<file path="config.mk">
export PLATFORM = sky130hd
export DESIGN_NAME = arm_ctrl_seq_flat
export DESIGN_NICKNAME = d
export VERILOG_FILES = /design/src/rtl/arm_ctrl_seq_if.sv /design/src/rtl/arm_ctrl_seq.sv /design/src/flat_wrapper.sv
export SDC_FILE = /design/constraint.sdc
export NUM_CORES = 1
export LEC_CHECK = 0
export BUFFER_PORTS_ARGS = -buffer_cell sky130_fd_sc_hd__buf_2
export CAP_MARGIN = 20
export CORE_MARGIN = 4
export CORE_UTILIZATION = 50
export CTS_CLUSTER_DIAMETER = 50
export CTS_CLUSTER_SIZE = 24
export DETAILED_ROUTE_END_ITERATION = 12
export GPL_ROUTABILITY_DRIVEN = 0
export PLACE_DENSITY = 0.86
export SETUP_SLACK_MARGIN = 0.3
export SYNTH_ARGS = -nofsm -noshare
export SYNTH_HDL_FRONTEND = slang
export SYNTH_SLANG_ARGS = --single-unit
export TNS_END_PERCENT = 20
</file>
<file path="constraint.sdc">
create_clock -name clk -period 2.04 [get_ports clk]
set_input_delay 0.102 -clock clk [delete_from_list [all_inputs] [get_ports clk]]
set_output_delay 0.102 -clock clk [all_outputs]
set_load 0.01 [all_outputs]
</file>
<file path="src/rtl/arm_ctrl_seq_if.sv">
// Sequencer <-> datapath/ROM bundle: fetch bus, interrupt input and control strobes.
// master = sequencer, slave = datapath + program ROM.
interface arm_ctrl_seq_if;
  logic [7:0]  PC;
  logic [7:0]  imem_addr;
  logic [15:0] instr;
  logic        CEENZ;
  logic        eint;
  logic [7:0]  Literal;
  logic [5:0]  Addr;
  logic [5:0]  calu;
  logic [1:0]  cpc;
  logic [1:0]  csrc;
  logic [2:0]  cmsrc;
  logic        wr_en;
  logic        cal;
  logic        ret;
  logic        pop;
  logic        push;
  logic        halted;
  logic        stk_err;
  logic        ill_op;

  modport master (
    input  PC, instr, CEENZ, eint,
    output imem_addr, Literal, Addr, calu, cpc, csrc, cmsrc,
           wr_en, cal, ret, pop, push, halted, stk_err, ill_op
  );

  modport slave (
    output PC, instr, CEENZ, eint,
    input  imem_addr, Literal, Addr, calu, cpc, csrc, cmsrc,
           wr_en, cal, ret, pop, push, halted, stk_err, ill_op
  );
endinterface

</file>
<file path="src/rtl/arm_ctrl_seq.sv">
// Instruction sequencer for the 8-bit ARM datapath: fetch/decode/exec FSM,
// interrupt arbitration and stack-depth guard. All strobes are registered.
//
//   state  | meaning
//   FETCH  | latch PC onto imem_addr, arbitrate pending interrupt
//   DECODE | ROM word valid; decode it into next-cycle strobes
//   EXEC   | strobes valid for the datapath
//   IRQ    | forced call to IRQ_VEC
//   HALT   | idle until reset
module arm_ctrl_seq #(
  parameter logic [7:0] IRQ_VEC     = 8'd170,
  parameter int         STACK_DEPTH = 8
) (
  input  logic           clk,
  input  logic           rst,
  arm_ctrl_seq_if.master bus
);
  localparam int SPW = $clog2(STACK_DEPTH + 1);
  localparam logic [SPW-1:0] SP_FULL = SPW'(STACK_DEPTH);

  typedef enum logic [2:0] {S_FETCH, S_DECODE, S_EXEC, S_IRQ, S_HALT} state_t;

  state_t         state;
  logic [3:0]     ir_op;
  logic [SPW-1:0] sp;
  logic           ie;
  logic           irq_pend;
  logic           eint_q;

  logic           eint_rise;
  logic           irq_go;
  logic [3:0]     op;
  logic [7:0]     d_lit;
  logic [5:0]     d_calu;
  logic [1:0]     d_cpc;
  logic [1:0]     d_csrc;
  logic [2:0]     d_cmsrc;
  logic           d_wr, d_cal, d_ret, d_pop, d_push;
  logic           d_ie, d_ill, d_err;
  logic [SPW-1:0] d_sp;

  assign eint_rise = bus.eint & ~eint_q;
  assign irq_go    = irq_pend & ie & (sp < SP_FULL);
  assign op        = bus.instr[15:12];

  always_comb begin
    d_lit   = '0;
    d_calu  = '0;
    d_cpc   = 2'd1;
    d_csrc  = 2'd0;
    d_cmsrc = 3'd0;
    d_wr    = 1'b0;
    d_cal   = 1'b0;
    d_ret   = 1'b0;
    d_pop   = 1'b0;
    d_push  = 1'b0;
    d_ie    = ie;
    d_ill   = 1'b0;
    d_err   = 1'b0;
    d_sp    = sp;
    case (op)
      4'h1: d_wr = 1'b1;
      4'h2: begin d_csrc = 2'd1; d_lit = bus.instr[7:0]; d_wr = 1'b1; end
      4'h3: begin d_csrc = 2'd2; d_cmsrc = bus.instr[2:0]; d_wr = 1'b1; end
      4'h4: begin d_csrc = 2'd3; d_calu = bus.instr[5:0]; d_wr = 1'b1; end
      4'h5: begin d_cpc = 2'd0; d_lit = bus.instr[7:0]; end
      4'h6: begin d_cpc = 2'd2; d_lit = bus.instr[7:0]; end
      4'h7: begin d_push = 1'b1; d_cmsrc = bus.instr[2:0]; end
      4'h8: begin d_pop = 1'b1; d_csrc = 2'd2; d_cmsrc = 3'd6; d_wr = 1'b1; end
      4'h9: begin d_cal = 1'b1; d_cpc = 2'd0; d_lit = bus.instr[7:0]; end
      4'hA: begin d_ret = 1'b1; d_cpc = 2'd0; end
      4'hB: begin d_ret = 1'b1; d_cpc = 2'd0; d_ie = 1'b1; end
      4'hC: d_ie = 1'b1;
      4'hD: d_ie = 1'b0;
      4'hE: d_ill = 1'b1;
      4'hF: d_cpc = 2'd3;
      default: ;
    endcase
    // A stack op that would over/underflow degrades to a plain increment.
    if (((d_push | d_cal) && sp == SP_FULL) || ((d_pop | d_ret) && sp == '0)) begin
      d_err  = 1'b1;
      d_push = 1'b0;
      d_cal  = 1'b0;
      d_pop  = 1'b0;
      d_ret  = 1'b0;
      d_wr   = 1'b0;
      d_cpc  = 2'd1;
    end else if (d_push | d_cal) begin
      d_sp = sp + 1'b1;
    end else if (d_pop | d_ret) begin
      d_sp = sp - 1'b1;
    end
  end

  always_ff @(posedge clk) begin
    if (rst) begin
      state         <= S_FETCH;
      ir_op         <= 4'h0;
      sp            <= '0;
      ie            <= 1'b0;
      irq_pend      <= 1'b0;
      eint_q        <= 1'b0;
      bus.imem_addr <= 8'h00;
      bus.Literal   <= 8'h00;
      bus.Addr      <= 6'h00;
      bus.calu      <= 6'h00;
      bus.cpc       <= 2'd3;
      bus.csrc      <= 2'd0;
      bus.cmsrc     <= 3'd0;
      bus.wr_en     <= 1'b0;
      bus.cal       <= 1'b0;
      bus.ret       <= 1'b0;
      bus.pop       <= 1'b0;
      bus.push      <= 1'b0;
      bus.halted    <= 1'b0;
      bus.stk_err   <= 1'b0;
      bus.ill_op    <= 1'b0;
    end else begin
      eint_q      <= bus.eint;
      bus.Literal <= 8'h00;
      bus.Addr    <= 6'h00;
      bus.calu    <= 6'h00;
      bus.cpc     <= 2'd3;
      bus.csrc    <= 2'd0;
      bus.cmsrc   <= 3'd0;
      bus.wr_en   <= 1'b0;
      bus.cal     <= 1'b0;
      bus.ret     <= 1'b0;
      bus.pop     <= 1'b0;
      bus.push    <= 1'b0;
      if (eint_rise) irq_pend <= 1'b1;
      case (state)
        S_FETCH: begin
          bus.imem_addr <= bus.PC;
          if (irq_go) begin
            state       <= S_IRQ;
            bus.cal     <= 1'b1;
            bus.cpc     <= 2'd0;
            bus.Literal <= IRQ_VEC;
            sp          <= sp + 1'b1;
            ie          <= 1'b0;
            // a fresh edge in this same cycle keeps the request pending
            if (!eint_rise) irq_pend <= 1'b0;
          end else begin
            state <= S_DECODE;
          end
        end
        S_DECODE: begin
          state       <= S_EXEC;
          ir_op       <= op;
          bus.Literal <= d_lit;
          bus.Addr    <= {2'b00, bus.instr[11:8]};
          bus.calu    <= d_calu;
          bus.cpc     <= d_cpc;
          bus.csrc    <= d_csrc;
          bus.cmsrc   <= d_cmsrc;
          bus.wr_en   <= d_wr;
          bus.cal     <= d_cal;
          bus.ret     <= d_ret;
          bus.pop     <= d_pop;
          bus.push    <= d_push;
          sp          <= d_sp;
          ie          <= d_ie;
          if (d_err) bus.stk_err <= 1'b1;
          if (d_ill) bus.ill_op  <= 1'b1;
        end
        S_EXEC: begin
          if (ir_op == 4'hF) begin
            state      <= S_HALT;
            bus.halted <= 1'b1;
          end else begin
            state <= S_FETCH;
          end
        end
        S_IRQ:   state <= S_FETCH;
        S_HALT:  state <= S_HALT;
        default: state <= S_FETCH;
      endcase
    end
  end
endmodule

</file>
<file path="src/flat_wrapper.sv">
// flat-port wrapper written by rule: the top's interface ports become plain ports
module arm_ctrl_seq_flat 
#(
  parameter logic [7:0] IRQ_VEC     = 8'd170,
  parameter int         STACK_DEPTH = 8
)
  (clk, rst, bus_PC, bus_instr, bus_CEENZ, bus_eint, bus_imem_addr, bus_Literal, bus_Addr, bus_calu, bus_cpc, bus_csrc, bus_cmsrc, bus_wr_en, bus_cal, bus_ret, bus_pop, bus_push, bus_halted, bus_stk_err, bus_ill_op);
  arm_ctrl_seq_if bus_i ();
  input  logic clk;
  input  logic rst;
  input wire logic [$bits(bus_i.PC)-1:0] bus_PC;
  input wire logic [$bits(bus_i.instr)-1:0] bus_instr;
  input wire logic [$bits(bus_i.CEENZ)-1:0] bus_CEENZ;
  input wire logic [$bits(bus_i.eint)-1:0] bus_eint;
  output wire logic [$bits(bus_i.imem_addr)-1:0] bus_imem_addr;
  output wire logic [$bits(bus_i.Literal)-1:0] bus_Literal;
  output wire logic [$bits(bus_i.Addr)-1:0] bus_Addr;
  output wire logic [$bits(bus_i.calu)-1:0] bus_calu;
  output wire logic [$bits(bus_i.cpc)-1:0] bus_cpc;
  output wire logic [$bits(bus_i.csrc)-1:0] bus_csrc;
  output wire logic [$bits(bus_i.cmsrc)-1:0] bus_cmsrc;
  output wire logic [$bits(bus_i.wr_en)-1:0] bus_wr_en;
  output wire logic [$bits(bus_i.cal)-1:0] bus_cal;
  output wire logic [$bits(bus_i.ret)-1:0] bus_ret;
  output wire logic [$bits(bus_i.pop)-1:0] bus_pop;
  output wire logic [$bits(bus_i.push)-1:0] bus_push;
  output wire logic [$bits(bus_i.halted)-1:0] bus_halted;
  output wire logic [$bits(bus_i.stk_err)-1:0] bus_stk_err;
  output wire logic [$bits(bus_i.ill_op)-1:0] bus_ill_op;
  assign bus_i.PC = bus_PC;
  assign bus_i.instr = bus_instr;
  assign bus_i.CEENZ = bus_CEENZ;
  assign bus_i.eint = bus_eint;
  assign bus_imem_addr = bus_i.imem_addr;
  assign bus_Literal = bus_i.Literal;
  assign bus_Addr = bus_i.Addr;
  assign bus_calu = bus_i.calu;
  assign bus_cpc = bus_i.cpc;
  assign bus_csrc = bus_i.csrc;
  assign bus_cmsrc = bus_i.cmsrc;
  assign bus_wr_en = bus_i.wr_en;
  assign bus_cal = bus_i.cal;
  assign bus_ret = bus_i.ret;
  assign bus_pop = bus_i.pop;
  assign bus_push = bus_i.push;
  assign bus_halted = bus_i.halted;
  assign bus_stk_err = bus_i.stk_err;
  assign bus_ill_op = bus_i.ill_op;
  arm_ctrl_seq #(.IRQ_VEC(IRQ_VEC), .STACK_DEPTH(STACK_DEPTH)) u_core (.clk(clk), .rst(rst), .bus(bus_i));
endmodule
</file>
==> reports/results.tsv <==
metric	value	unit
H-tree depth	2	
Clock Tree Root	clkbuf_8	
max-slew violation count	0	
Worst Hold Class	primary input to flip-flop	
met2 Usage GRT	31.3	%
Row Count	23	
met3 Usage GRT	5.00	%
hold path cells	2	
core area	4120	um2
status	finished clean	
IO Pins	71	
f_max	580	MHz
DP HPWL	3560	um
clk_lat worst skew	300	ps
most frequent cells in the layout	buf_2, dfxtp_1, nand2_1	
Seq/Total Area, Yosys	50.0	%
grt ovf	0	
WL final	4920	um
min Tclk post-route	1720	ps
layout cells sized above 1	31.0	%
Iteration-0 DRC Markers	104	
detailed-route via count	1952	
register bit count reported by yosys	55	
Synth Area in Simple Gates	28.1	%
die area	5530	um2
total CTS buffers	5	
Synth Warn #	0	
asr flop ratio synth	0	%
r2r worst-path depth	7	
Arr. time, crit path	1950	ps
Max clock buf depth	2	
pin count of the biggest net entering global routing	27	
RSZ-0062 raised after global routing	yes	
DRC errors left	0	
Via density	5.33	
Max-slew headroom	54.5	%
largest family of logic cells by synthesized area	simple AND/OR/NAND/NOR gates	
Tcrit/Tclk final	84.5	%
PortBufs	67	
Die Span X	74.4	um
pwr/cell area	778	nW/um2
post-synthesis compound-gate area fraction	13.2	%
Adder-Cell Fraction of Synth Area	1.70	%
Area Overhead vs Synth	23.0	%
synth unique cells	47	
Leak	1.25	nW
Die Span Y	74.4	um
startpoint class of the critical path	flip-flop	
fraction of synthesized cell area in xor and xnor cells	1.19	%
CP Max Fanout	6	
syn avg cell area	8.95	um2
crit path kind	flip-flop to flip-flop	
Post-synth EDFFs	0	
Required @ worst endpoint	2260	ps
Fin Setup TNS	0	ps
wire length per cell	13.5	um
clk sinks	55	
GRT busiest layer	met2	
CP endpoint kind	flip-flop	
Final Hold Fails	0	
initial antenna violation count	0	
Post-layout nets	346	
n_diodes	0	
Initial Util	53.5	%
Peak supply drop	0.374	mV
top_reg_cell synth	dfxtp_1	
commonest non-fill, non-tap cell in the layout	buf_2	
first-pass GRT wire length	7610	um
vias in the first global route	1755	
Mapped Area	2200	um2
routing usage on met1	19.7	%
CTS clk-pin slew, worst paths	100	ps
Global Route Usage Sum	17.7	%
Worst Skew	7.26	ps
filler instances	337	
Post-DRT Antenna Nets	0	
DRT Pass-1 Iters	5	
fin util	65.8	%
Synth Instances	246	
final total power	2.11	mW
MaxCap Viol Count	0	
endpoints failing setup	0	
mux cell area share after synthesis	1.42	%
CTS tree	yes	
Worst Tran Pin Value	678	ps
-- power breakdown --
group,switching [mW],internal [mW],total [mW]
clock,0.339,0.241,0.579
combinational,0.214,0.158,0.372
sequential,0.0285,1.13,1.16
-- metal layers --
layer / share of wire [%] / routed length, um
met5: 0 / 0
met4: 1.6 / 79
met3: 7.8 / 386
met2: 50 / 2470
met1: 40 / 1980
-- cells by family after synthesis --
logic type,after synthesis
AOI/OAI and AO/OA,47
xor gates and xnor gates,3
adders and majority gates,3
buffers and inverters,19
DFF,55
muxes,3
other,1
and+or+nand+nor,115
-- layout make-up --
class / instances / area [um2] / area share (%)
inverter: 4 / 15.0 / 0.554
clock inverter: 2 / 12.5 / 0.462
timing repair buffer: 76 / 405 / 15.0
clock buffer: 6 / 72.6 / 2.68
sequential: 55 / 1100 / 40.7
multi-input combinational: 173 / 1040 / 38.3
tap: 50 / 62.6 / 2.31
-- sequential cells by signal, indices dropped and copies added, names as in the netlist, 2 cells and up --
name / flops
u_core.bus.Literal: 8
u_core.bus.imem_addr: 8
u_core.bus.calu: 6
u_core.bus.Addr: 4
u_core.ir_op: 4
u_core.sp: 4
u_core.bus.cmsrc: 3
u_core.state: 3
u_core.bus.cpc: 2
u_core.bus.csrc: 2
-- cell usage after synthesis, drive strengths merged, types with 2 or more instances --
| cell type | n | area, um2 |
|---|---|---|
| a31oi | 2 | 18.8 |
| nand2b | 2 | 20.0 |
| nor3 | 7 | 45.0 |
| inv | 4 | 15.0 |
| and3 | 6 | 37.5 |
| nor2 | 20 | 75.1 |
| or4 | 3 | 22.5 |
| clkbuf | 9 | 33.8 |
| ha | 3 | 37.5 |
| buf | 6 | 43.8 |
| nand3 | 3 | 15.0 |
| xor2 | 2 | 17.5 |
| and2 | 11 | 68.8 |
| a21oi | 27 | 135 |
| dfxtp | 55 | 1100 |
| or3 | 4 | 25.0 |
| and3b | 3 | 26.3 |
| mux2i | 2 | 20.0 |
| nand2 | 40 | 150 |
| o31ai | 2 | 15.0 |
| nor2b | 6 | 40.0 |
| o21ai | 9 | 45.0 |
| nor3b | 4 | 41.3 |
-- timing repair --
item	CTS	global route
setup endpoints to repair	3	5
gates resized for setup	8	0
hold endpoints to repair	1	0
setup buffers	3	0
pin swaps	4	2
hold buffers	1	0
-- metrics by stage --
step	std cells	hold WS (ps)	setup WS [ps]	area [um2]
6_report	366	17.1	315	2710
5_1_grt	366	13.3	221	2710
4_1_cts	366	5.25	306	2710
3_5_place_dp	354	309	151	2560
3_3_place_gp	354	311	239	2560
2_1_floorplan	247	216	332	2210
-- worst max-delay path: stages (launching register included) --
cell and delay, ps:
dfxtp_2 330, inv_2 80, ha_4 130, nand2b_1 70
or4_4 500, a31oi_4 270, nor2_1 60, o31ai_1 190
-- path summary, 6_finish.rpt --
kind                                                            from                                   end  slack [ps]
worst min-delay path                                    bus_instr[4]      u_core.bus.Literal[4]$_SDFF_PP0_          20
worst max register to register             u_core.sp[1]$_SDFFE_PP0P_             u_core.sp[1]$_SDFFE_PP0P_         320
worst min register to register  u_core.bus.imem_addr[0]$_SDFFE_PP0N_  u_core.bus.imem_addr[0]$_SDFFE_PP0N_         460
worst max-delay path                       u_core.sp[1]$_SDFFE_PP0P_             u_core.sp[1]$_SDFFE_PP0P_         320
No activity file was read; power rests on OpenSTA's default activity.
